## config.mk

```make
export PLATFORM = sky130hd
export DESIGN_NAME = ro_puf_counter
export DESIGN_NICKNAME = d
export VERILOG_FILES = /design/src/rtl/ro_puf_counter.sv
export SDC_FILE = /design/constraint.sdc
export NUM_CORES = 1
export LEC_CHECK = 0
export ABC_AREA = 1
export CAP_MARGIN = 20
export CORE_UTILIZATION = 35
export CTS_BUF_LIST = sky130_fd_sc_hd__clkbuf_4
export DETAILED_ROUTE_END_ITERATION = 16
export RECOVER_POWER = 50
export SYNTH_ARGS = -nofsm -noshare
export SYNTH_HDL_FRONTEND = slang
export SYNTH_SLANG_ARGS = --single-unit
```

## constraint.sdc

```tcl
create_clock -name clk -period 3.7 [get_ports clk]
set_input_delay 0.74 -clock clk [delete_from_list [all_inputs] [get_ports clk]]
set_output_delay 0.74 -clock clk [all_outputs]
set_load 0.005 [all_outputs]
```

## src/rtl/ro_puf_counter.sv

```systemverilog
// Ring-oscillator PUF: counts rising edges of two ROs over a fixed window and compares them.
// Latency: start sample to done pulse spans SETTLE_CYCLES + WINDOW_CYCLES + 2 clk edges.
// Backpressure: none; start is honoured only in IDLE and is never queued while busy.
module ro_puf_counter #(
  parameter int CNT_W         = 16,
  parameter int WINDOW_CYCLES = 1024,
  parameter int SETTLE_CYCLES = 4
) (
  input  logic             clk,
  input  logic             reset,
  input  logic             start,
  input  logic             ro_a,
  input  logic             ro_b,
  output logic             ro_enable,
  output logic             ro_reset,
  output logic             busy,
  output logic             done,
  output logic             response,
  output logic             tie,
  output logic [CNT_W-1:0] count_a,
  output logic [CNT_W-1:0] count_b
);

  typedef enum logic [2:0] {
    IDLE    = 3'd0,
    SETTLE  = 3'd1,
    COUNT   = 3'd2,
    COMPARE = 3'd3,
    DONE    = 3'd4
  } state_t;

  // Timer is loaded with (length - 1) and the phase ends when it reads zero.
  localparam logic [15:0] SETTLE_LOAD = 16'(SETTLE_CYCLES - 1);
  localparam logic [15:0] WINDOW_LOAD = 16'(WINDOW_CYCLES - 1);

  state_t           state_q;
  logic [15:0]      timer_q;
  logic             ro_enable_q;
  logic             ro_reset_q;
  logic             busy_q;
  logic             done_q;
  logic             response_q;
  logic             tie_q;
  logic [CNT_W-1:0] count_a_q;
  logic [CNT_W-1:0] count_b_q;
  logic [CNT_W-1:0] count_a_d;
  logic [CNT_W-1:0] count_b_d;

  // The RO outputs are asynchronous: two flops to resolve metastability, a third as edge history.
  logic a_meta_q, a_sync_q, a_hist_q;
  logic b_meta_q, b_sync_q, b_hist_q;
  logic edge_a, edge_b;

  // Synchronize both oscillator outputs and keep one cycle of history for edge detection.
  always_ff @(posedge clk) begin
    if (reset) begin
      a_meta_q <= 1'b0;
      a_sync_q <= 1'b0;
      a_hist_q <= 1'b0;
      b_meta_q <= 1'b0;
      b_sync_q <= 1'b0;
      b_hist_q <= 1'b0;
    end else begin
      a_meta_q <= ro_a;
      a_sync_q <= a_meta_q;
      a_hist_q <= a_sync_q;
      b_meta_q <= ro_b;
      b_sync_q <= b_meta_q;
      b_hist_q <= b_sync_q;
    end
  end

  assign edge_a = a_sync_q & ~a_hist_q;
  assign edge_b = b_sync_q & ~b_hist_q;

  // Saturating increments; each counter stops at all-ones rather than wrapping.
  always_comb begin
    count_a_d = count_a_q;
    count_b_d = count_b_q;
    if (edge_a && (count_a_q != '1)) count_a_d = count_a_q + CNT_W'(1);
    if (edge_b && (count_b_q != '1)) count_b_d = count_b_q + CNT_W'(1);
  end

  // Measurement sequencer with all outputs registered alongside the state.
  always_ff @(posedge clk) begin
    if (reset) begin
      state_q     <= IDLE;
      timer_q     <= '0;
      ro_enable_q <= 1'b0;
      ro_reset_q  <= 1'b1;
      busy_q      <= 1'b0;
      done_q      <= 1'b0;
      response_q  <= 1'b0;
      tie_q       <= 1'b0;
      count_a_q   <= '0;
      count_b_q   <= '0;
    end else begin
      done_q <= 1'b0;
      case (state_q)
        IDLE: begin
          if (start) begin
            state_q     <= SETTLE;
            timer_q     <= SETTLE_LOAD;
            ro_enable_q <= 1'b1;
            ro_reset_q  <= 1'b0;
            busy_q      <= 1'b1;
            response_q  <= 1'b0;
            tie_q       <= 1'b0;
            count_a_q   <= '0;
            count_b_q   <= '0;
          end
        end
        SETTLE: begin
          // Oscillators run but their edges are not counted while they settle.
          if (timer_q == 16'd0) begin
            state_q <= COUNT;
            timer_q <= WINDOW_LOAD;
          end else begin
            timer_q <= timer_q - 16'd1;
          end
        end
        COUNT: begin
          count_a_q <= count_a_d;
          count_b_q <= count_b_d;
          if (timer_q == 16'd0) begin
            state_q     <= COMPARE;
            ro_enable_q <= 1'b0;
          end else begin
            timer_q <= timer_q - 16'd1;
          end
        end
        COMPARE: begin
          response_q <= (count_a_q > count_b_q);
          tie_q      <= (count_a_q == count_b_q);
          state_q    <= DONE;
          done_q     <= 1'b1;
          busy_q     <= 1'b0;
        end
        DONE: begin
          state_q    <= IDLE;
          ro_reset_q <= 1'b1;
        end
        default: begin
          state_q     <= IDLE;
          ro_enable_q <= 1'b0;
          ro_reset_q  <= 1'b1;
          busy_q      <= 1'b0;
        end
      endcase
    end
  end

  assign ro_enable = ro_enable_q;
  assign ro_reset  = ro_reset_q;
  assign busy      = busy_q;
  assign done      = done_q;
  assign response  = response_q;
  assign tie       = tie_q;
  assign count_a   = count_a_q;
  assign count_b   = count_b_q;

endmodule

```

==> results of run 1 <==
## layer usage
| layer | GRT usage | wire, um | vias up |
|---|---|---|---|
| met1 | 0.238 | 4750 | 1672 |
| met4 | 0.0563 | 130 | 0 |
| met5 | 0 | 0 | - |
| li1 | - | - | 1942 |
| met3 | 0.0464 | 454 | 16 |
| met2 | 0.320 | 4630 | 86 |
## cells by family (layout without fill, tap and decap cells)
logic type               count (synthesis)  count (layout)  share of synthesized area
AO/OA/AOI/OAI                           69              69                     0.0959
adder cells (fa/ha/maj)                 19              19                     0.0637
buffers and inverters                   74             125                     0.0835
XOR/XNOR                                 9               9                     0.0211
flip-flops                              63              63                      0.338
AND/OR/NAND/NOR                        350             350                      0.398
## stage by stage
stage / total power [uW] / setup WS, ps / hold WS, ps / area, sq um
after floorplan: 1990 / 2030 / 388 / 3730
after global placement: 2270 / 1290 / 391 / 4270
after detailed placement: 2280 / 1240 / 393 / 4270
after CTS: 2760 / 1440 / 404 / 4400
after global routing: 2970 / 791 / 428 / 4370
final: 2710 / 1080 / 405 / 4370
## where the power goes
part	internal [uW]	switching (uW)	total [uW]	leakage, uW
logic	460	861	1320	0.00132
clock network	216	262	478	0.0000780
registers	791	126	917	0.000512
## cell usage after synthesis (all sizes together)
library cell / instances / area, sq um
nand2: 164 / 638
nor2: 122 / 468
inv: 65 / 244
dfxtp: 63 / 1260
a21oi: 48 / 248
nand3: 36 / 185
ha: 19 / 238
o21ai: 19 / 95.1
nor3: 13 / 98.9
nand4: 8 / 50.1
clkbuf: 5 / 18.8
xor2: 5 / 43.8
and2: 4 / 25.0
buf: 4 / 48.8
xnor2: 4 / 35.0
nand3b: 1 / 7.51
nor4: 1 / 6.26
o21a: 1 / 7.51
o21bai: 1 / 7.51
or2: 1 / 6.26
## layout make-up
type,instances,area share
Clock inverter,5,0.0112
Clock buffer,11,0.0189
Multi-Input combinational cell,447,0.489
Tap cell,136,0.0389
Inverter,65,0.0558
Sequential cell,63,0.288
Timing Repair Buffer,44,0.0979
## flip-flops by register name, summed over array words and instances (netlist names), 3 cells and up
name	cells
timer_q	16
state_q	3
count_a	16
count_b	16
## critical path, cell delays in order (launching register included)
cell and delay [ps]:
dfxtp_1 420, nor2_1 90, nand2_1 440, inv_1 350, nand3_1 190, nand3_2 310
nor2_1 460, nand3_1 100, and2_1 150
## path summary, 6_finish.rpt
check / end / depth (start not counted)
max: timer_q[1] / 8
min: a_sync_q / 2
max reg2reg: timer_q[1] / 8
min reg2reg: a_sync_q / 2
==> results by group, run 1 <==
Layout
  – Layout cell share with drive strength beyond 1: 0.0409
  – Post-route insts no fill: 771
  – Ant diodes: 0
  – Area growth, synth to finish: 17.1%
  – Highest-count cells in the layout ignoring fill and taps: nand2_1 (160), nor2_1 (122), inv_1 (65)
  – Multi-input logic area: 2140 sq um
  – Fill count: 1087
  – Post-layout util: 0.423
  – Reg area: 1260 sq um
  – Nets: 654
  – Commonest non-fill, non-tap cell in the layout: nand2_1

STA
  – Min Tclk post-route: 2620 ps
  – Setup_tns: 0 ps
  – Slew Viols, Final: 0
  – Final setup violation count: 0
  – Final hold violations: 0
  – Least-Margin Pin Slew: 1150 ps
  – Final Skew: 12.8 ps
  – Achievable Freq: 381 MHz
  – Unrepaired setup endpoints after global routing: no
  – Slew HR: 0.235
  – Final Cycle Share: 0.709

Floorplan
  – Num ports: 43
  – Die area: 11100 sq um
  – Chip height: 105 um
  – Rows: 37
  – Core Box Area: 10300 sq um
  – Initial Util: 0.362
  – Die Wd: 105 um

Worst setup path
  – Reg2reg setup slack: 1080 ps
  – Startpoint Class: flop
  – R2r startpoint: state_q[2]
  – Required @ worst endpoint: 4020 ps
  – Critical Path Sink Type: flop
  – Critical path data arrival time: 2950 ps
  – Critical path type: flop to flop
  – Crit path max fanout: 19
  – Crit path from: state_q[2]

Yosys
  – Synth Instances: 584
  – Register area share after synthesis: 0.338
  – Syn_area_per_cell: 6.39 sq um
  – Synth Cell Area: 3730 sq um
  – Yosys reg bits: 63
  – Syn Nets: 608
  – YS warnings: 0
  – Distinct cells, synth: 30

Clocking
  – Clock slew at reported path FFs: 110 ps
  – Clk sink count: 63
  – Longest Clk Path Bufs: 2
  – Cts hold-fix bufs: 0
  – Clock root buffer: clkbuf_4
  – H-Tree Depth: 3
  – Post-CTS Setup Bufs: 0
  – CTS resizes: 0
  – TritonCTS clock tree: built
  – Worst-Skew Late Latency: 420 ps
  – CTS buffer count: 9

Place
  – Post-DP HPWL: 7350 um
  – Inst Count DP: 755
  – I/O Buffers: 42
  – GP Congestion: 0.859

Global route
  – Largest net degree at the start of global routing: 24
  – Overall Global Routing Usage: 0.190
  – Vias in the first global route: 3537
  – Initial antenna violation count: 0
  – GR Overflow Total: 0
  – First-pass GRT wire length: 16700 um

Route
  – DRC: 0
  – Post-route ant nets: 0
  – Drt via density: 4.82
  – Drt wl/cell: 12.9 um
  – Via Count: 3716
  – Post-Route WL: 9960 um
  – Pre-Repair DR Iteration Count: 5
  – Iteration-0 DRC Markers: 139

Worst hold path
  – HP Class: flop to flop
  – Min-delay src: a_meta_q

Run
  – Max-cap violations: 0

Power
  – Leak Pwr: 0.00191 uW
  – Max VDD drop: 241 uV
  – PD cells: 621 nW/um^2

Outcome
  – Status: finished clean
(Power assumes the default switching activity.)
==> run 2, diff against run 1 <==
- clock period: 3.7 -> 2.2 ns (I/O delays scaled with it)
==> results by group, run 2 (synthesis gave the netlist of run 1 again) <==
Route
  – Via Count: 3725 (+0.24%)
  – Iteration-0 DRC Markers: 140 (+0.72%)
  – Drt via density: 4.79 (-0.66%)
  – Post-route ant nets: 0 (unchanged)
  – DRC: 0 (unchanged)
  – Post-Route WL: 9820 um (-1.5%)
  – Drt wl/cell: 12.6 um (-2.4%)
  – Pre-Repair DR Iteration Count: 4 (-1)

STA
  – Final Cycle Share: 0.883 (+0.174)
  – Setup_tns: 0 ps (unchanged)
  – Achievable Freq: 515 MHz (+35%)
  – Final hold violations: 0 (unchanged)
  – Setup ws final: 257 ps (-819 ps)
  – Slew Viols, Final: 0 (unchanged)
  – Least-Margin Pin Slew: 556 ps (-591 ps)
  – Final setup violation count: 0 (unchanged)
  – Unrepaired setup endpoints after global routing: no
  – Final Skew: 16.3 ps (+3.52 ps)
  – Min Tclk post-route: 1940 ps (-681 ps)
  – Slew HR: 0.630 (+0.394)

Worst setup path
  – Critical Path Sink Type: flop
  – Startpoint Class: flop
  – Crit path max fanout: 19 (unchanged)
  – Critical path data arrival time: 2260 ps (-690 ps)
  – Critical path type: flop to flop
  – Required @ worst endpoint: 2520 ps (-1500 ps)

Layout
  – Area growth, synth to finish: 18.4%
  – Commonest non-fill, non-tap cell in the layout: nand2_1
  – Cell area after layout: 4420 sq um (+1.1%)
  – Layout cell share with drive strength beyond 1: 0.0592 (+0.0182)
  – Highest-count cells in the layout ignoring fill and taps: nand2_1 (157), nor2_1 (121), inv_1 (64)
  – Ant diodes: 0 (unchanged)
  – Fill count: 1088 (+0.092%)
  – Nets: 663 (+1.4%)
  – Post-route insts no fill: 778 (+0.91%)

Run
  – Max-cap violations: 0 (unchanged)

Global route
  – Vias in the first global route: 3640 (+2.9%)
  – First-pass GRT wire length: 16800 um (+0.66%)
  – GR Overflow Total: 0 (unchanged)
  – Overall Global Routing Usage: 0.190 (+0.000208)
  – Largest net degree at the start of global routing: 26 (+8.3%)
  – Initial antenna violation count: 0 (unchanged)

Floorplan
  – Core Box Area: 10300 sq um (unchanged)
  – Die Wd: 105 um (unchanged)
  – Num ports: 43 (unchanged)
  – Chip height: 105 um (unchanged)
  – Die area: 11100 sq um (unchanged)
  – Rows: 37 (unchanged)
  – Initial Util: 0.362 (unchanged)

Power
  – Max VDD drop: 518 uV (+120%)
  – Leak Pwr: 0.00196 uW (+3.0%)
  – PD cells: 1020 nW/um^2 (+64%)
  – Total Power: 4510 uW (+66%)

Clocking
  – Cts hold-fix bufs: 0 (unchanged)
  – H-Tree Depth: 3 (unchanged)
  – CTS resizes: 0 (unchanged)
  – Post-CTS Setup Bufs: 0 (unchanged)
  – TritonCTS clock tree: built
  – Worst-Skew Late Latency: 410 ps (about the same)
  – Clock root buffer: clkbuf_4
  – Clk sink count: 63 (unchanged)
  – Clock slew at reported path FFs: 110 ps (about the same)
  – CTS buffer count: 9 (unchanged)
  – Longest Clk Path Bufs: 2 (unchanged)

Place
  – GP Congestion: 0.877 (+2.1%)
  – Post-DP Area: 4340 sq um (+1.6%)
  – Pre-CTS setup slack: 123 ps (-1110 ps)
  – Inst Count DP: 764 (+1.2%)
  – I/O Buffers: 42 (unchanged)
  – Post-DP HPWL: 7490 um (+2.0%)

Outcome
  – Status: finished clean

Worst hold path
  – HP Class: flop to flop
run 2: area by class of cell:
type	count	area [sq um]	area share
Clock inverter	3	12.5	0.00283
Timing Repair Buffer	53	497	0.112
Clock buffer	11	82.6	0.0187
Inverter	65	244	0.0552
Multi-Input combinational cell	447	2150	0.487
Sequential cell	63	1260	0.285
Tap cell	136	170	0.0385
run 2: through the flow:
stage / hold WS (ps) / utilization
floorplan: 388 / -
global route: 435 / 0.428
detailed placement: 395 / 0.420
global placement: 390 / 0.420
finish: 407 / 0.428
CTS: 409 / 0.429
run 2: critical path, cell delays in order, from the launching register on:
cell and delay, ps:
dfxtp_1 430, ha_1 230, nand3_1 160, inv_1 90
nand2_1 90, nor2_1 140, nand2_1 150, nand2_2 140
nand2_4 150, nand2_1 140, nand2_1 60, nand2_1 50
nor2_1 40
run 2: final timing paths:
path,slack [ps],cells past startpoint,start,to
min reg2reg,410,2,b_meta_q,b_sync_q
min,410,2,b_meta_q,b_sync_q
max,260,12,count_b[1],count_b[10]
max reg2reg,260,12,count_b[1],count_b[10]
run 2: routing by layer:
layer	track usage	vias up	wire length, um	share of wire
li1	-	1959	-	-
met4	0.0483	0	167	0.017
met2	0.326	84	4580	0.47
met5	0	-	0	0
met1	0.236	1668	4580	0.47
met3	0.0470	14	486	0.050
run 2: report_power, final:
part	internal (uW)	leakage (uW)	switching, uW
clock	237	0.0000577	412
combinational	837	0.00139	1500
sequential	1330	0.000512	196
==> run 3, diff against run 2 <==
- CAP_MARGIN: 20 -> 5
- SLEW_MARGIN: default -> 15
==> results of run 3 <==
The final DEF is identical to that of run 2; final timing and power are the same.
